===== config.mk =====
export PLATFORM = sky130hd
export DESIGN_NAME = posit_mac_driver
export DESIGN_NICKNAME = d
export VERILOG_FILES = /design/src/rtl/posit_mac_driver.sv
export SDC_FILE = /design/constraint.sdc
export NUM_CORES = 1
export LEC_CHECK = 0
export ABC_AREA = 1
export CAP_MARGIN = 5
export CELL_PAD_IN_SITES_DETAIL_PLACEMENT = 0
export CELL_PAD_IN_SITES_GLOBAL_PLACEMENT = 1
export CORE_MARGIN = 5
export CORE_UTILIZATION = 42
export DETAILED_ROUTE_END_ITERATION = 6
export PLACE_DENSITY_LB_ADDON = 0.1
export SETUP_SLACK_MARGIN = 0.05
export SYNTH_ARGS = -nofsm -noshare
export SYNTH_HDL_FRONTEND = slang
export SYNTH_SLANG_ARGS = --single-unit

===== constraint.sdc =====
create_clock -name clk_i -period 2.6 [get_ports clk_i]
set_input_delay 0.39 -clock clk_i [delete_from_list [all_inputs] [get_ports clk_i]]
set_output_delay 0.39 -clock clk_i [all_outputs]
set_load 0.01 [all_outputs]

===== src/rtl/posit_mac_driver.sv =====
// rtl/posit_mac_driver.sv - load buffer and burst sequencer feeding the posit MAC
//
// Collects K weight/activation pairs on the load port, replays them to the MAC
// as one unbroken K-cycle valid burst, waits for the MAC result strobe (or a
// timeout), presents the result on the result port, then inserts one quiet
// cycle so the MAC accumulator clears before the next fill.
//
// Ports:
//   clk_i, rstn            clock (rising edge), asynchronous active-low reset
//   ld_vld/ld_rdy          load handshake, ld_w/ld_d weight/activation posits
//   mac_vld/mac_win/mac_din  burst to the MAC
//   mac_acc/mac_vld_o      MAC result posit and its one-cycle strobe
//   res_vld/res_rdy        result handshake, res_data posit, res_err timeout flag
//   busy                   high whenever the block is not filling
module posit_mac_driver #(
    parameter int WIDTH   = 8,
    parameter int K       = 9,
    parameter int TIMEOUT = 31
) (
    input  logic             clk_i,
    input  logic             rstn,
    input  logic             ld_vld,
    output logic             ld_rdy,
    input  logic [WIDTH-1:0] ld_w,
    input  logic [WIDTH-1:0] ld_d,
    output logic             mac_vld,
    output logic [WIDTH-1:0] mac_win,
    output logic [WIDTH-1:0] mac_din,
    input  logic [WIDTH-1:0] mac_acc,
    input  logic             mac_vld_o,
    output logic             res_vld,
    input  logic             res_rdy,
    output logic [WIDTH-1:0] res_data,
    output logic             res_err,
    output logic             busy
);

    localparam int IDX_W = $clog2(K);
    localparam int CNT_W = $clog2(TIMEOUT + 1);

    localparam logic [IDX_W-1:0] LAST_IDX     = IDX_W'(K - 1);
    localparam logic [CNT_W-1:0] TIMEOUT_LAST = CNT_W'(TIMEOUT - 1);
    localparam logic [WIDTH-1:0] NAR          = {1'b1, {(WIDTH-1){1'b0}}};

    localparam logic [2:0] ST_FILL   = 3'd0;
    localparam logic [2:0] ST_SEND   = 3'd1;
    localparam logic [2:0] ST_WAIT   = 3'd2;
    localparam logic [2:0] ST_RESULT = 3'd3;
    localparam logic [2:0] ST_GAP    = 3'd4;

    logic [2:0]       state_q,    state_d;
    logic [IDX_W-1:0] wr_idx_q,   wr_idx_d;
    logic [IDX_W-1:0] rd_idx_q,   rd_idx_d;
    logic [CNT_W-1:0] wait_cnt_q, wait_cnt_d;
    logic             ld_rdy_q,   ld_rdy_d;
    logic             mac_vld_q,  mac_vld_d;
    logic [WIDTH-1:0] mac_win_q,  mac_win_d;
    logic [WIDTH-1:0] mac_din_q,  mac_din_d;
    logic             res_vld_q,  res_vld_d;
    logic [WIDTH-1:0] res_data_q, res_data_d;
    logic             res_err_q,  res_err_d;
    logic             busy_q,     busy_d;

    logic [WIDTH-1:0] w_buf_q [K];
    logic [WIDTH-1:0] w_buf_d [K];
    logic [WIDTH-1:0] d_buf_q [K];
    logic [WIDTH-1:0] d_buf_d [K];

    logic             ld_accept;
    logic [IDX_W-1:0] rd_nxt;

    assign ld_accept = ld_vld & ld_rdy_q;
    assign rd_nxt    = rd_idx_q + 1'b1;

    always_comb begin
        state_d    = state_q;
        wr_idx_d   = wr_idx_q;
        rd_idx_d   = rd_idx_q;
        wait_cnt_d = wait_cnt_q;
        ld_rdy_d   = ld_rdy_q;
        mac_vld_d  = mac_vld_q;
        mac_win_d  = mac_win_q;
        mac_din_d  = mac_din_q;
        res_vld_d  = res_vld_q;
        res_data_d = res_data_q;
        res_err_d  = res_err_q;
        w_buf_d    = w_buf_q;
        d_buf_d    = d_buf_q;

        case (state_q)
            ST_FILL: begin
                if (ld_accept) begin
                    w_buf_d[wr_idx_q] = ld_w;
                    d_buf_d[wr_idx_q] = ld_d;
                    if (wr_idx_q == LAST_IDX) begin
                        // Pair 0 was written on an earlier accept (K >= 2), so
                        // it can be launched on the same edge as the last write.
                        wr_idx_d  = '0;
                        rd_idx_d  = '0;
                        state_d   = ST_SEND;
                        ld_rdy_d  = 1'b0;
                        mac_vld_d = 1'b1;
                        mac_win_d = w_buf_q[0];
                        mac_din_d = d_buf_q[0];
                    end else begin
                        wr_idx_d = wr_idx_q + 1'b1;
                    end
                end
            end
            ST_SEND: begin
                // rd_idx_q is the pair currently on the MAC outputs.
                if (rd_idx_q == LAST_IDX) begin
                    state_d    = ST_WAIT;
                    rd_idx_d   = '0;
                    wait_cnt_d = '0;
                    mac_vld_d  = 1'b0;
                    mac_win_d  = '0;
                    mac_din_d  = '0;
                end else begin
                    rd_idx_d  = rd_nxt;
                    mac_win_d = w_buf_q[rd_nxt];
                    mac_din_d = d_buf_q[rd_nxt];
                end
            end
            ST_WAIT: begin
                wait_cnt_d = wait_cnt_q + 1'b1;
                // A real result beats a timeout landing in the same cycle.
                if (mac_vld_o) begin
                    res_data_d = mac_acc;
                    res_err_d  = 1'b0;
                    res_vld_d  = 1'b1;
                    state_d    = ST_RESULT;
                end else if (wait_cnt_q == TIMEOUT_LAST) begin
                    res_data_d = NAR;
                    res_err_d  = 1'b1;
                    res_vld_d  = 1'b1;
                    state_d    = ST_RESULT;
                end
            end
            ST_RESULT: begin
                if (res_rdy) begin
                    res_vld_d = 1'b0;
                    state_d   = ST_GAP;
                end
            end
            ST_GAP: begin
                // One idle cycle so the MAC sees a break in its valid history.
                state_d  = ST_FILL;
                ld_rdy_d = 1'b1;
            end
            default: begin
                state_d  = ST_FILL;
                ld_rdy_d = 1'b1;
            end
        endcase

        busy_d = (state_d != ST_FILL);
    end

    always_ff @(posedge clk_i or negedge rstn) begin
        if (!rstn) begin
            state_q    <= ST_FILL;
            wr_idx_q   <= '0;
            rd_idx_q   <= '0;
            wait_cnt_q <= '0;
            ld_rdy_q   <= 1'b1;
            mac_vld_q  <= 1'b0;
            mac_win_q  <= '0;
            mac_din_q  <= '0;
            res_vld_q  <= 1'b0;
            res_data_q <= '0;
            res_err_q  <= 1'b0;
            busy_q     <= 1'b0;
        end else begin
            state_q    <= state_d;
            wr_idx_q   <= wr_idx_d;
            rd_idx_q   <= rd_idx_d;
            wait_cnt_q <= wait_cnt_d;
            ld_rdy_q   <= ld_rdy_d;
            mac_vld_q  <= mac_vld_d;
            mac_win_q  <= mac_win_d;
            mac_din_q  <= mac_din_d;
            res_vld_q  <= res_vld_d;
            res_data_q <= res_data_d;
            res_err_q  <= res_err_d;
            busy_q     <= busy_d;
        end
    end

    // Buffer contents are don't-care after reset, so no reset term here.
    always_ff @(posedge clk_i) begin
        w_buf_q <= w_buf_d;
        d_buf_q <= d_buf_d;
    end

    assign ld_rdy   = ld_rdy_q;
    assign mac_vld  = mac_vld_q;
    assign mac_win  = mac_win_q;
    assign mac_din  = mac_din_q;
    assign res_vld  = res_vld_q;
    assign res_data = res_data_q;
    assign res_err  = res_err_q;
    assign busy     = busy_q;

endmodule


==> results of run 1 <==
==> power by group through the flow <==
stage               combinational [mW]  clock, mW  sequential [mW]
floorplan                         3.24          0             4.16
global placement                  5.21          0             4.13
detailed placement                5.25          0             4.15
CTS                               5.26       2.55             4.09
global route                      5.80       2.67             4.13
finish                            5.16       2.49             4.08
==> what timing repair did <==
item                                   in CTS  in global routing
setup endpoints to repair                   0                  0
hold buffers                                1                  0
endpoints found under the hold margin      14                  0
==> state kept, by name (all words and copies together), names as in the netlist <==
signal,count
busy,1
mac_din,8
res_err,1
mac_win,8
w_buf_q,72
d_buf_q,72
wait_cnt_q,5
res_data,8
wr_idx_q,4
mac_vld,1
ld_rdy,1
res_vld,1
state_q,3
rd_idx_q,4
==> layer usage <==
| metal | vias up | track usage | share of wire |
|---|---|---|---|
| met1 | 2699 | 0.250 | 0.44 |
| met4 | 0 | 0.0627 | 0.017 |
| met5 | - | 0 | 0 |
| met3 | 26 | 0.0283 | 0.029 |
| li1 | 2745 | - | - |
| met2 | 93 | 0.327 | 0.51 |
==> worst max-delay path by stage <==
stage | cells past startpoint | endpoint | from | slack, ps
floorplan | 4 | d_buf_q[48]$_DFFE_PP_ | ld_rdy$_DFFE_PN1P_ | 150
global placement | 9 | mac_din[0]$_DFFE_PN0P_ | ld_vld | 490
detailed placement | 9 | mac_din[4]$_DFFE_PN0P_ | ld_vld | 450
CTS | 10 | mac_din[1]$_DFFE_PN0P_ | rd_idx_q[1]$_DFFE_PN0P_ | 560
global route | 10 | mac_din[1]$_DFFE_PN0P_ | rd_idx_q[1]$_DFFE_PN0P_ | 380
finish | 10 | mac_din[2]$_DFFE_PN0P_ | rd_idx_q[1]$_DFFE_PN0P_ | 570
==> worst register-to-register path, stage by stage (launching register included) <==
cell	delay [ps]
dfrtp_1	400
inv_1	80
ha_1	320
buf_12	210
buf_4	280
nand3_1	130
nand3_1	150
nand3_1	120
nand2_1	90
nand2_1	50
a21oi_1	140
==> layout make-up <==
cell class,count,area (um2)
sequential,189,5450
multi-input combinational,462,2250
fill,1815,9670
tap,265,332
clock buffer,18,429
inverter,106,400
clock inverter,12,124
timing repair buffer,79,746
==> per-stage QoR <==
stage | setup slack (ps) | cells | cell area [um2] | hold WS [ps] | utilization
global route | 379 | 1131 | 9730 | 435 | 0.502
global placement | 495 | 1100 | 9170 | 324 | 0.473
finish | 571 | 1131 | 9730 | 410 | 0.502
detailed placement | 453 | 1100 | 9170 | 332 | 0.473
floorplan | 148 | 793 | 8250 | 94.4 | -
CTS | 562 | 1131 | 9730 | 410 | 0.502
==> Yosys cell counts, drive strengths merged <==
library cell / instances
clkbuf: 15
nand2: 190
nor3b: 1
a21oi: 18
inv: 106
o21ai: 40
o22ai: 3
buf: 21
nor2: 66
dfrtp: 44
xnor2: 2
a22o: 7
edfxtp: 144
a31oi: 1
xor2: 5
nand4: 3
o211ai: 4
nor3: 7
nand3: 107
ha: 8
dfstp: 1
==> kinds of logic (layout without fill, tap and decap cells) <==
| kind of cell | after synthesis | after routing | share of synthesized area |
|---|---|---|---|
| AOI/OAI and AO/OA | 73 | 73 | 0.0493 |
| xor gates and xnor gates | 7 | 7 | 0.0115 |
| adders and majority gates | 8 | 8 | 0.0121 |
| buffers and inverters | 142 | 215 | 0.0702 |
| DFF | 189 | 189 | 0.661 |
| and+or+nand+nor | 374 | 374 | 0.196 |
==> impl_metrics.csv, run 1 <==
group,metric,value,unit
run_status,status,"finished, final reports clean",
route,drt_wl_total,20.5,mm
power_and_ir_drop,clockPowerShare,0.212,
sta,setup_tns,0,ps
power_and_ir_drop,power.density,1210,nW/um2
die,boundaryPins,58,
power_and_ir_drop,combPwrFrac,0.440,
setup_path,arrival,2380,ps
clocking,clkSinkCount,189,
final_layout,layout-drive-gt1-share,0.0866,
setup_path,reg2reg_slack,570,ps
clocking,h-tree-depth,4,
global_route,antenna_found_initial,0,
setup_path,rr_startpoint,"rd_idx_q[1]$_DFFE_PN0P_",
route,viasPerCell,4.92,
route,route.detailed.drc,0,
setup_path,path_delay_family,"buffers and inverters",
die,coreArea,19400,um2
sta,worst_slew_pin_slew,851,ps
route,first_pass_iters,5,
power_and_ir_drop,switching_share,0.403,
clocking,cts_setup_buffers,0,
setup_path,critPathBufInv,3,
synth,syn_inst,793,
power_and_ir_drop,pwr-share-seq,0.348,
synth,synth.area.top_cells,"edfxtp_1, dfrtp_1, nand2_1",
sta,fin_crit_sh,0.780,
die,start_util,0.425,
global_route,first_global_vias,5619,
die,std_cell_rows,51,
sta,clock_skew,6.60,ps
synth,yosysTopAreaCellShare,0.524,
route,wl_per_cell,18.1,um
sta,finalMaxSlewViolations,0,
synth,synth_cell_type_count,34,
placement,dp_hpwl,13.5,mm
setup_path,slowest_stage,"dfrtp_1",
power_and_ir_drop,power.switching,4.73,mW
worst_hold_path,hold_class,"in -> async",
placement,portBuffers,57,
setup_path,crit_path_frequent_cell,"nand3_1",
final_layout,fin_nets,892,
final_layout,area_growth,17.9,%
global_route,track_usage,0.191,
route,ant_nets,0,
sta,min_period,2030,ps
synth,syn_nets,830,
global_route,grt_pass1_wl,32.2,mm
final_layout,layout_common_cells,"nand2_1, edfxtp_1, nand3_1, inv_1, nor2_1",
clocking,clk_pin_slew,70,ps
synth,synth_top_area_cell,"edfxtp_1",
power_and_ir_drop,leakagePower,4.06,nW
flow_run,max_cap_violations,0,
synth,syn_area,8250,um2
placement,gp_congestion,0.848,
setup_path,r2r_end,"mac_din[2]$_DFFE_PN0P_",
clocking,cts_tree,"done",
power_and_ir_drop,total_power,11.7,mW
setup_path,cpPeakStageDelay,400,ps
setup_path,cp_cell_sequence,"inv_1, ha_1, buf_12, buf_4, nand3_1, nand3_1, nand3_1, nand2_1, nand2_1, a21oi_1",
global_route,grt_max_degree,62,
clocking,cts_resized,0,
sta,rsz0062_at_grt,"false",
die,die_area,22600,um2
setup_path,worstPathRequired,2960,ps
setup_path,endpoint_kind,"register",
sta,timing.final.hold_violations,0,
synth,syn_avg_cell_area,10.4,um2
setup_path,critPathLaunchType,"register",
sta,timing.fmax,0.493,GHz
synth,ys_seq_area_frac,0.661,
clocking,insertion_delay,430,ps
synth,yosys_warnings,0,
power_and_ir_drop,irDropWorstVdd,0.655,mV
sta,setup_violations,0,
setup_path,crit_type,"reg -> reg",
global_route,overflow,0,
clocking,clock_tree.root_cell,"clkbuf_16",
final_layout,diodes,0,
sta,relSlewSlack,0.432,
route,dr_total_vias,5563,
die,die_y,150,um
setup_path,critPathMaxFanout,33,
clocking,cts_buffers,17,
setup_path,r2r_cells,10,
die,die_w,150,um
synth,synth_seq_cells,189,
clocking,cts_buffer_depth,2,
power_and_ir_drop,p_int,7.01,mW
route,drt-initial-drc-count,448,
final_layout,final_common_cell,"nand2_1",
Note: power is estimated with default switching activity, not from simulation.
==> run 2: changes to the inputs <==
CORE_UTILIZATION = 47   (was 42)
clock period = 1.9 ns   (was 2.6 ns; I/O delays follow)
==> impl_metrics.csv, run 2 (synthesis gave the netlist of run 1 again) <==
group,metric,value,unit
power_and_ir_drop,combPwrFrac,0.495,
route,first_pass_iters,5,
global_route,track_usage,0.209,
final_layout,area_growth,24.0,%
route,dr_total_vias,5827,
route,ant_nets,0,
global_route,first_global_vias,5751,
sta,timing.fmax,0.551,GHz
global_route,gr-usage-met1,0.273,
global_route,grt_util_met2,0.359,
final_layout,largestRegisters,"d_buf_q: 72 flops, w_buf_q: 72 flops",
power_and_ir_drop,total_power,17.6,mW
final_layout,layout-drive-gt1-share,0.122,
sta,rsz0062_at_grt,"true",
run_status,status,"finished, final reports clean",
power_and_ir_drop,p_int,10.6,mW
route,viasPerCell,5.22,
route,drt-initial-drc-count,374,
clocking,cts_buffer_depth,2,
flow_run,max_cap_violations,0,
setup_path,critPathMaxFanout,7,
clocking,clkSinkCount,189,
placement,gp_congestion,0.816,
sta,setup_violations,0,
final_layout,fin_nets,916,
setup_path,path_delay_family,"buffers and inverters",
setup_path,worstPathRequired,2220,ps
setup_path,endpoint_kind,"register",
power_and_ir_drop,power.density,1720,nW/um2
power_and_ir_drop,clockPowerShare,0.187,
placement,dp_hpwl,13.4,mm
power_and_ir_drop,leakagePower,4.29,nW
sta,relSlewSlack,0.702,
setup_path,critPathBufInv,3,
global_route,antenna_found_initial,0,
power_and_ir_drop,switching_share,0.395,
route,route.detailed.drc,0,
setup_path,slowest_stage,"dfrtp_1",
die,coreArea,17200,um2
clocking,cts_tree,"done",
setup_path,cpPeakStageDelay,390,ps
global_route,gr-usage-met3,0.0302,
sta,min_period,1820,ps
route,drt_wl_total,20.8,mm
final_layout,final_common_cell,"nand2_1",
sta,fin_crit_sh,0.956,
sta,finalMaxSlewViolations,0,
global_route,grt-busiest-layer,"met2",
die,die_y,143,um
sta,worst_slew_pin_slew,445,ps
die,die_w,143,um
global_route,grt_pass1_wl,32.1,mm
clocking,insertion_delay,430,ps
global_route,overflow,0,
setup_path,crit_path_frequent_cell,"nand2_1",
power_and_ir_drop,power.switching,6.94,mW
die,boundaryPins,58,
final_layout,fillers,1404,
clocking,clock_tree.root_cell,"clkbuf_16",
setup_path,arrival,2130,ps
route,wl_per_cell,18.6,um
sta,timing.final.hold_violations,0,
power_and_ir_drop,pwr-share-seq,0.318,
die,start_util,0.479,
setup_path,cp_cell_sequence,"buf_6, ha_4, xor2_4, buf_12, buf_12, o211ai_1, nand3_1, nand2_1, nand2_1, nand2_1",
sta,setup_tns,0,ps
global_route,grt_max_degree,65,
die,std_cell_rows,48,
clocking,cts_buffers,17,
setup_path,rr_startpoint,"rd_idx_q[1]$_DFFE_PN0P_",
clocking,clk_pin_slew,70,ps
placement,portBuffers,57,
final_layout,layout_common_cells,"nand2_1, edfxtp_1, nand3_1, inv_1, nor2_1",
die,die_area,20300,um2
setup_path,cp-startpoint,"rd_idx_q[1]$_DFFE_PN0P_",
setup_path,critPathLaunchType,"register",
clocking,h-tree-depth,4,
worst_hold_path,hold_class,"in -> async",
final_layout,diodes,0,
setup_path,crit_type,"reg -> reg",
sta,clock_skew,6.46,ps
power_and_ir_drop,irDropWorstVdd,1.74,mV
-- run 2: cell types whose count changed in the layout (fill, tap and decap cells not counted), moves of 3 or more --
| cell | change |
|---|---|
| a21oi_2 | +3 |
| buf_12 | +14 |
| nand3_1 | -3 |
| buf_6 | +4 |
| clkbuf_16 | +3 |
| nor3_4 | +4 |
| nand3_2 | +3 |
| a21oi_1 | -3 |
| nor3_2 | -3 |
-- run 2: power by group through the flow --
stage          clock [mW]  combinational, mW  sequential (mW)
2_1_floorplan           0               4.58             5.70
3_3_place_gp            0               7.83             5.63
3_5_place_dp            0               7.88             5.65
4_1_cts              3.33               8.19             5.57
5_1_grt              3.51               9.53             5.65
6_report             3.28               8.69             5.59
-- run 2: per-stage QoR --
| stage | setup slack [ps] | utilization | hold WS (ps) | instances | cell area, um2 |
|---|---|---|---|---|---|
| 6_report | 84.5 | 0.594 | 262 | 1116 | 10200 |
| 2_1_floorplan | -107 | - | -10.6 | 793 | 8320 |
| 4_1_cts | 50.2 | 0.583 | 247 | 1109 | 10100 |
| 3_3_place_gp | -3.40 | 0.549 | 159 | 1075 | 9460 |
| 3_5_place_dp | -31.1 | 0.549 | 162 | 1075 | 9460 |
| 5_1_grt | 2.58 | 0.594 | 292 | 1116 | 10200 |
-- run 2: cell type report --
class / count / area, um2 / share of cell area
multi-input cells: 462 / 2350 / 0.230
clock inverters: 11 / 93.8 / 0.00917
flip-flops and latches: 189 / 5450 / 0.533
well taps: 225 / 282 / 0.0275
inverters: 106 / 403 / 0.0394
repair buffers: 103 / 1210 / 0.119
clock buffers: 20 / 437 / 0.0427
-- run 2: what timing repair did --
| item | in CTS | in global routing |
|---|---|---|
| setup buffers | 1 | 4 |
| pin swaps | 0 | 3 |
| hold buffers | 1 | 0 |
| cloned | 1 | 3 |
| endpoints found under the setup margin | 10 | 13 |
| endpoints found under the hold margin | 31 | 0 |
| resized for setup | 3 | 15 |
-- run 2: layer usage --
layer  share of wire  up-vias
met3           0.044       22
met1            0.42     2842
met5               0        -
met2            0.51      156
met4           0.019        0
li1                -     2807
-- run 2: path summary, 6_finish.rpt --
path                                           end  slack (ps)  cells after the start
max in group asynchronous       ld_rdy$_DFFE_PN1P_        1150                      3
min in group clk_i         res_data[6]$_DFFE_PN0P_         460                      2
setup reg to reg            mac_win[5]$_DFFE_PN0P_          80                     10
hold reg to reg                res_vld$_DFFE_PN0P_         470                      2
hold / removal              mac_din[4]$_DFFE_PN0P_         260                      2
setup / recovery            mac_win[5]$_DFFE_PN0P_          80                     10
